File: config.mk
export PLATFORM = sky130hd
export DESIGN_NAME = exp_lut_arb
export DESIGN_NICKNAME = d
export VERILOG_FILES = /design/src/rtl/exp_lut_arb.sv
export SDC_FILE = /design/constraint.sdc
export NUM_CORES = 1
export LEC_CHECK = 0
export ABC_CLOCK_PERIOD_IN_PS = 2100
export BUFFER_PORTS_ARGS = -buffer_cell sky130_fd_sc_hd__buf_2
export CELL_PAD_IN_SITES_DETAIL_PLACEMENT = 1
export CELL_PAD_IN_SITES_GLOBAL_PLACEMENT = 2
export CORE_ASPECT_RATIO = 1.75
export CORE_MARGIN = 10
export CORE_UTILIZATION = 21
export CTS_CLUSTER_DIAMETER = 120
export DETAILED_ROUTE_END_ITERATION = 8
export PLACE_DENSITY = 0.75
export SYNTH_ARGS = -nofsm -noshare
export SYNTH_HDL_FRONTEND = slang
export SYNTH_SLANG_ARGS = --single-unit
File: constraint.sdc
create_clock -name clk -period 2.1 [get_ports clk]
set_clock_uncertainty 0.05 [all_clocks]
set_input_delay 0.105 -clock clk [delete_from_list [all_inputs] [get_ports clk]]
set_output_delay 0.105 -clock clk [all_outputs]
set_load 0.02 [all_outputs]
File: src/rtl/exp_lut_arb.sv
// ============================================================================
//  Module      : exp_lut_arb
//  Description : Round-robin arbiter sharing one combinational exp_lut among
//                NREQ requesters through a two-stage valid/ready pipeline.
//  Revision    : 1.0 - initial release
// ============================================================================
`default_nettype none

module exp_lut_arb #(
    parameter int NREQ = 4,
    parameter int DW   = 32,
    parameter int CW   = 16
) (
    input  logic                     clk,
    input  logic                     rst_n,
    input  logic [NREQ-1:0]          req_valid,
    input  logic [NREQ*DW-1:0]       req_data,
    output logic [NREQ-1:0]          req_ready,
    output logic [DW-1:0]            lut_in,
    input  logic [DW-1:0]            lut_out,
    output logic                     resp_valid,
    input  logic                     resp_ready,
    output logic [DW-1:0]            resp_data,
    output logic [$clog2(NREQ)-1:0]  resp_id,
    output logic [CW-1:0]            done_cnt
);

    localparam int             IDW    = $clog2(NREQ);
    localparam logic [IDW:0]   c_nreq = (IDW+1)'(NREQ);
    localparam logic [IDW-1:0] c_last = IDW'(NREQ - 1);

    logic [DW-1:0]  r_lut_in;
    logic [IDW-1:0] r_s0_id;
    logic           r_s0_valid;
    logic [DW-1:0]  r_resp_data;
    logic [IDW-1:0] r_resp_id;
    logic           r_resp_valid;
    logic [IDW-1:0] r_ptr;
    logic [CW-1:0]  r_done_cnt;

    logic           w_adv1;
    logic           w_ld0;
    logic           w_found;
    logic [IDW-1:0] w_winner;
    logic [IDW:0]   w_sum;
    logic           w_grant;
    logic [NREQ-1:0] w_req_ready;
    logic [IDW-1:0] w_next_ptr;
    logic [DW-1:0]  w_sel_data;

    assign w_adv1 = r_s0_valid && (!r_resp_valid || resp_ready);
    assign w_ld0  = !r_s0_valid || w_adv1;

    // Scan requesters starting at the pointer; the sum never exceeds 2*NREQ-2,
    // so one conditional subtraction is enough for the modulo.
    always_comb begin
        w_found  = 1'b0;
        w_winner = '0;
        w_sum    = '0;
        for (int k = 0; k < NREQ; k++) begin
            w_sum = {1'b0, r_ptr} + (IDW+1)'(k);
            if (w_sum >= c_nreq) begin
                w_sum = w_sum - c_nreq;
            end
            if (!w_found && req_valid[w_sum[IDW-1:0]]) begin
                w_found  = 1'b1;
                w_winner = w_sum[IDW-1:0];
            end
        end
    end

    // Reset gates the grant so no requester sees ready while rst_n is low.
    assign w_grant = w_found && w_ld0 && rst_n;

    always_comb begin
        w_req_ready = '0;
        if (w_grant) begin
            w_req_ready[w_winner] = 1'b1;
        end
    end

    assign w_next_ptr = (w_winner == c_last) ? '0 : w_winner + IDW'(1);
    assign w_sel_data = req_data[w_winner*DW +: DW];

    always_ff @(posedge clk) begin
        if (!rst_n) begin
            r_lut_in     <= '0;
            r_s0_id      <= '0;
            r_s0_valid   <= 1'b0;
            r_resp_data  <= '0;
            r_resp_id    <= '0;
            r_resp_valid <= 1'b0;
            r_ptr        <= '0;
            r_done_cnt   <= '0;
        end else begin
            if (w_ld0) begin
                if (w_grant) begin
                    r_lut_in   <= w_sel_data;
                    r_s0_id    <= w_winner;
                    r_s0_valid <= 1'b1;
                    r_ptr      <= w_next_ptr;
                end else begin
                    r_s0_valid <= 1'b0;
                end
            end
            if (w_adv1) begin
                r_resp_data  <= lut_out;
                r_resp_id    <= r_s0_id;
                r_resp_valid <= 1'b1;
            end else if (r_resp_valid && resp_ready) begin
                r_resp_valid <= 1'b0;
            end
            if (r_resp_valid && resp_ready) begin
                r_done_cnt <= r_done_cnt + CW'(1);
            end
        end
    end

    assign req_ready  = w_req_ready;
    assign lut_in     = r_lut_in;
    assign resp_valid = r_resp_valid;
    assign resp_data  = r_resp_data;
    assign resp_id    = r_resp_id;
    assign done_cnt   = r_done_cnt;

endmodule

`default_nettype wire

## After elaboration in Yosys (flattened, before gate mapping)

Cells that the tools add are included.
Widths: inputs -> output; s select.

| word-level totals | value |
|---|---|
| input bits | 167 |
| flip-flop bits (word level) | 88 |
| logic and storage cells | 73 |

| operators by class | value |
|---|---|
| equal/unequal tests | 1 |
| mux-type cells | 27 |
| reduce and logical (&&, ||, !) cells | 17 |
| order comparisons | 10 |
| shift operators | 1 |
| add/sub/neg operators | 9 |

Operators with widths:

| operator | number |
|---|---|
| $shiftx 128x8->32 | 1 |
| $mux 2 | 9 |
| $add 16x1->16 const B | 1 |
| $lt 2x3->1 const B | 5 |
| $mux 1 | 12 |
| $ge 3x3->1 const B | 3 |
| $bmux 1 s2 | 4 |
| $logic_and 1x1->1 | 8 |
| $sub 2x1->2 const B | 4 |
| $add 2x2->3 const B | 2 |
| $logic_not 1->1 | 5 |
| $mux 4 | 1 |
| $add 2x1->3 const B | 1 |
| $ge 2x3->1 const B | 1 |
| $add 2x1->2 const B | 1 |
| $demux 1 s2 | 1 |
| $eq 2x2->1 const B | 1 |
| $ge 2x1->1 const B | 1 |
| $logic_or 1x1->1 | 2 |
| $reduce_and 2->1 | 1 |
| $reduce_bool 2->1 | 1 |

## Logic depth before layout (Yosys ltp)

| depth | value |
|---|---|
| depth in word-level cells | 19 |
| mapped depth | 9 |

## Worst setup path after synthesis

No wires, ideal clock.

| path | value |
|---|---|
| path kind | register to register |
| from | reg r_ptr[1] |
| to | reg r_lut_in[15], in the netlist lut_in[15] |
| data required time | 1.928 ns |
| setup slack | 0.078 ns |
| data arrival time | 1.850 ns |
| cell stages (with the launch flop) | 9 |
| path buffers | 3 |
| cell sequence | dfxtp_1 -> buf_2 -> or3b_2 -> o221ai_1 -> buf_4 -> buf_6 -> mux2i_1 -> nor3_1 -> a311o_1 |

| between the ends | value |
|---|---|
| longest elaborated chain between the ends | 17 |
| elaborated cells on any way between the ends | 41 |
| classes of those cells | add/sub (7); order compare (4); shift (1); mux (20); reduce/logical (9) |

Ends and longest elaborated chain:

| item | line | RTL |
|---|---|---|
| start: declaration | 38 | `logic [IDW-1:0] r_ptr;` |
| start signal: assignment | 101 | `r_ptr <= w_next_ptr;` |
| branches (longest 17 deep; another with $add 2x1->3) | - |  |
| end signal: assignment | 98 | `r_lut_in <= w_sel_data;` |
| end: declaration | 32 | `logic [DW-1:0] r_lut_in;` |

Parallel ways; which one is timed is not known. The select of a mux whose other input is x is not followed.
A chain may end at the register's enable or synchronous reset.

## Final worst setup path

| path | value |
|---|---|
| from | reg r_ptr[1] |
| to | out req_ready[1] |

| between the ends | value |
|---|---|
| longest elaborated chain between the ends | 19 |
| elaborated cells on any way between the ends | 45 |
| classes of those cells | add/sub (7); order compare (6); mux (23); reduce/logical (9) |

Ends and longest elaborated chain:

| item | line | RTL |
|---|---|---|
| branches (longest 18 deep; another with $add 2x1->3) | - |  |
| $mux 4 * | 77 | `if (w_grant) begin` |
| end: declaration | 18 | `output logic [NREQ-1:0] req_ready,` |

Every way passes the cells marked *. The select of a mux whose other input is x is not followed.

==> run metrics <==
Setup TNS=0 ns; WL final=a little under 20 mm; Residual DRC=0; Worst-Skew Late Latency=between 0.3 and 0.4 ns; Synth Instances=502; Startpoint Class=register; final setup violation count=0; status=complete, no violations; ANT cells=0; Synth cell types=47; maximum VDD drop=0.6656 mV; pin count of the biggest net entering global routing=41; Synth Register Bits=88; antenna viol nets, final=0; pre-CTS WS=0.02815 ns; vias per inst=4.563; proportion of synthesized area in mux cells=9.947%; Mapped Nets=671; Final Cycle Share=96.02%; Final Hold Viols=0; Initial Util=21.41%; synthesized area=4227 µm²; share of cells above drive strength 1=38.17%; Avg Inst Size Synth=8.419 µm²; IO buf count=253; initial antenna violation count=0; slowest cell on the critical path=dfxtp_4; I/O Pins=254; CTS Sinks=88; fin crit period=2.017 ns; static leakage power=~0.0033 µW; Core Footprint=19740 µm²; DR vias=4860; simple-gate area share of the yosys netlist=21.85%; Post-synth EDFFs=0; Die Y=~210 µm; Overflow after GRT=0; Yosys warning count=0; RSZ-0062 raised after global routing=yes; CTS root buffer=clkbuf_16; CTS Buf Count=9; post-synthesis adder-cell area fraction=less than 1%; worst hold slack=around 0.029 ns; Peak Freq=0.4959 GHz; Most common cell on crit path=buf_12; 1st-iter DRT viols=136; sequential area share after synthesis=41.68%; Pwr Density=around 810 nW/µm²; ys flop type=dfxtp_1; Rows=68; CTS tree=done; worst path arrival time=1.86 ns; Slew @ Worst Pin=0.3867 ns; Area growth syn-to-layout=62.97%; vias in the first global route=5459; CP Cell Sequence=mux2i_4 > o221ai_4 > buf_12 > nor3_4 > buf_12 > clkbuf_4; biggest cell delay along the critical path=~0.4 ns; H-Tree Level Count=3; Compound-Gate Fraction of Synth Area=18.12%; die area=26420 µm²; DP HPWL=14.83 mm; CTS Buffer Depth=2; drt first pass iters=4; main combinational cell family by area after synthesis=simple AND/OR/NAND/NOR gates; total track usage=14.28%; die width=127.2 µm; XOR/XNOR Fraction of Synth Area=between 2 and 2.5%; Max Slew Vio Count=0; Data required, critical path=1.95 ns; Max-Cap Viols=0; Crit Path Class=reg -> out; max_slew headroom=74.22%; first-pass GRT wire length=30.11 mm; nets=984; HP Class=in -> reg; CP Max Fanout=9; Placer Congestion=around 0.77; worst setup margin=roughly 0.083 ns; clock transition at the registers of the reported paths=0.07 ns; DR WL/cell=18.22 µm; Synth async-reset ratio=0%; Util after Layout=around a third; Setup crit end kind=primary output
routing by layer:
metal / GRT usage, % / wire (µm)
met5: 0 / 0
met4: 4.758 / 380
met3: 4.576 / 1334
met2: 27.82 / 10960
met1: 13.31 / 6722
logic make-up after synthesis:
group / Yosys count
AOI/OAI and AO/OA: 109
xor gates and xnor gates: 11
muxes: 42
buffers and inverters: 43
adders and majority gates: 2
and+or+nand+nor: 207
DFF: 88
cell type report:
cell class	instances	area [µm²]
Sequential cell	88	1767
Clock inverter	6	115.1
Inverter	6	22.52
Clock buffer	10	239.0
Fill cell	2404	12850
Multi-Input combinational cell	371	2275
Tap cell	245	306.5
Timing Repair Buffer	339	2163
cells in the final DEF, fill, tap and decap left out, drive strengths merged, types with 2 or more instances in the layout:
cell         count
a221o            7
nand2          111
buf            282
o21ai            8
a21boi           3
xnor2            4
xor2             7
nor2            30
a21oi           43
nor3            13
or3              4
dlygate4sd3     55
and2             2
o211ai          17
and3             2
and4             3
a311o            9
nand3           31
bufinv           3
nand2b           2
clkbuf          12
inv              7
mux2i           42
dfxtp           88
ha               2
nand4            3
a22o            16
power breakdown:
part           total, µW  switching (µW)  internal [µW]
clock network       1940             733           1200
registers           1960             109           1860
logic               1700             907            793
state kept, by name (all words and copies together) (netlist names):
register    count
lut_in         32
done_cnt       16
r_ptr           2
resp_data      32
resp_id         2
resp_valid      1
r_s0_valid      1
r_s0_id         2
metrics by stage:
| step | instance area (µm²) | instances | power, µW |
|---|---|---|---|
| 4_1_cts | 6830 | 1060 | 5698 |
| 2_1_floorplan | 4227 | 502 | 2916 |
| 5_1_grt | 6888 | 1065 | 5946 |
| 3_5_place_dp | 5839 | 985 | 3547 |
| 3_3_place_gp | 5839 | 985 | 3526 |
| 6_report | 6888 | 1065 | 5600 |
path summary, 6_finish.rpt:
check	start	endpoint	slack, ns	cells after the start
worst max-delay path	r_ptr[1]	req_ready[1]	0.08	6
worst min-delay path	resp_ready	done_cnt[1]	0.03	3
worst max register to register	r_ptr[1]	lut_in[29]	0.16	7
worst min register to register	resp_data[0]	resp_data[0]	0.40	2
worst max-delay path, delay by kind of cell, from the launching register on:
family          cells  cell delay [ns]
simple gates        1             0.22
mux                 1             0.26
flops               1             0.40
compound gates      1             0.16
buf+inv             3             0.46
timing repair:
item,CTS,global route
pin swaps,2,2
hold buffers,55,0
setup endpoints to repair,4,2
resized for setup,11,1
setup buffers,4,4
endpoints found under the hold margin,55,0
cloned,0,1
cells in the mapped netlist, types with 5 or more instances:
cell      number  area, µm²
nor2_1        30      112.6
a22o_1        16      140.1
inv_1          5      18.77
mux2i_1       42      420.4
xor2_1         7      61.31
clkbuf_1      21      78.83
a21oi_1       43      215.2
dfxtp_1       88       1762
nor3_1        12      60.06
o211ai_1      16      120.1
nand3_1       30      150.1
a221o_1        7      70.07
a311o_1        9      90.09
o21ai_0        8      40.04
nand2_1      111      416.7
buf_6          5      56.30
Power figures use the tool's default switching activity.
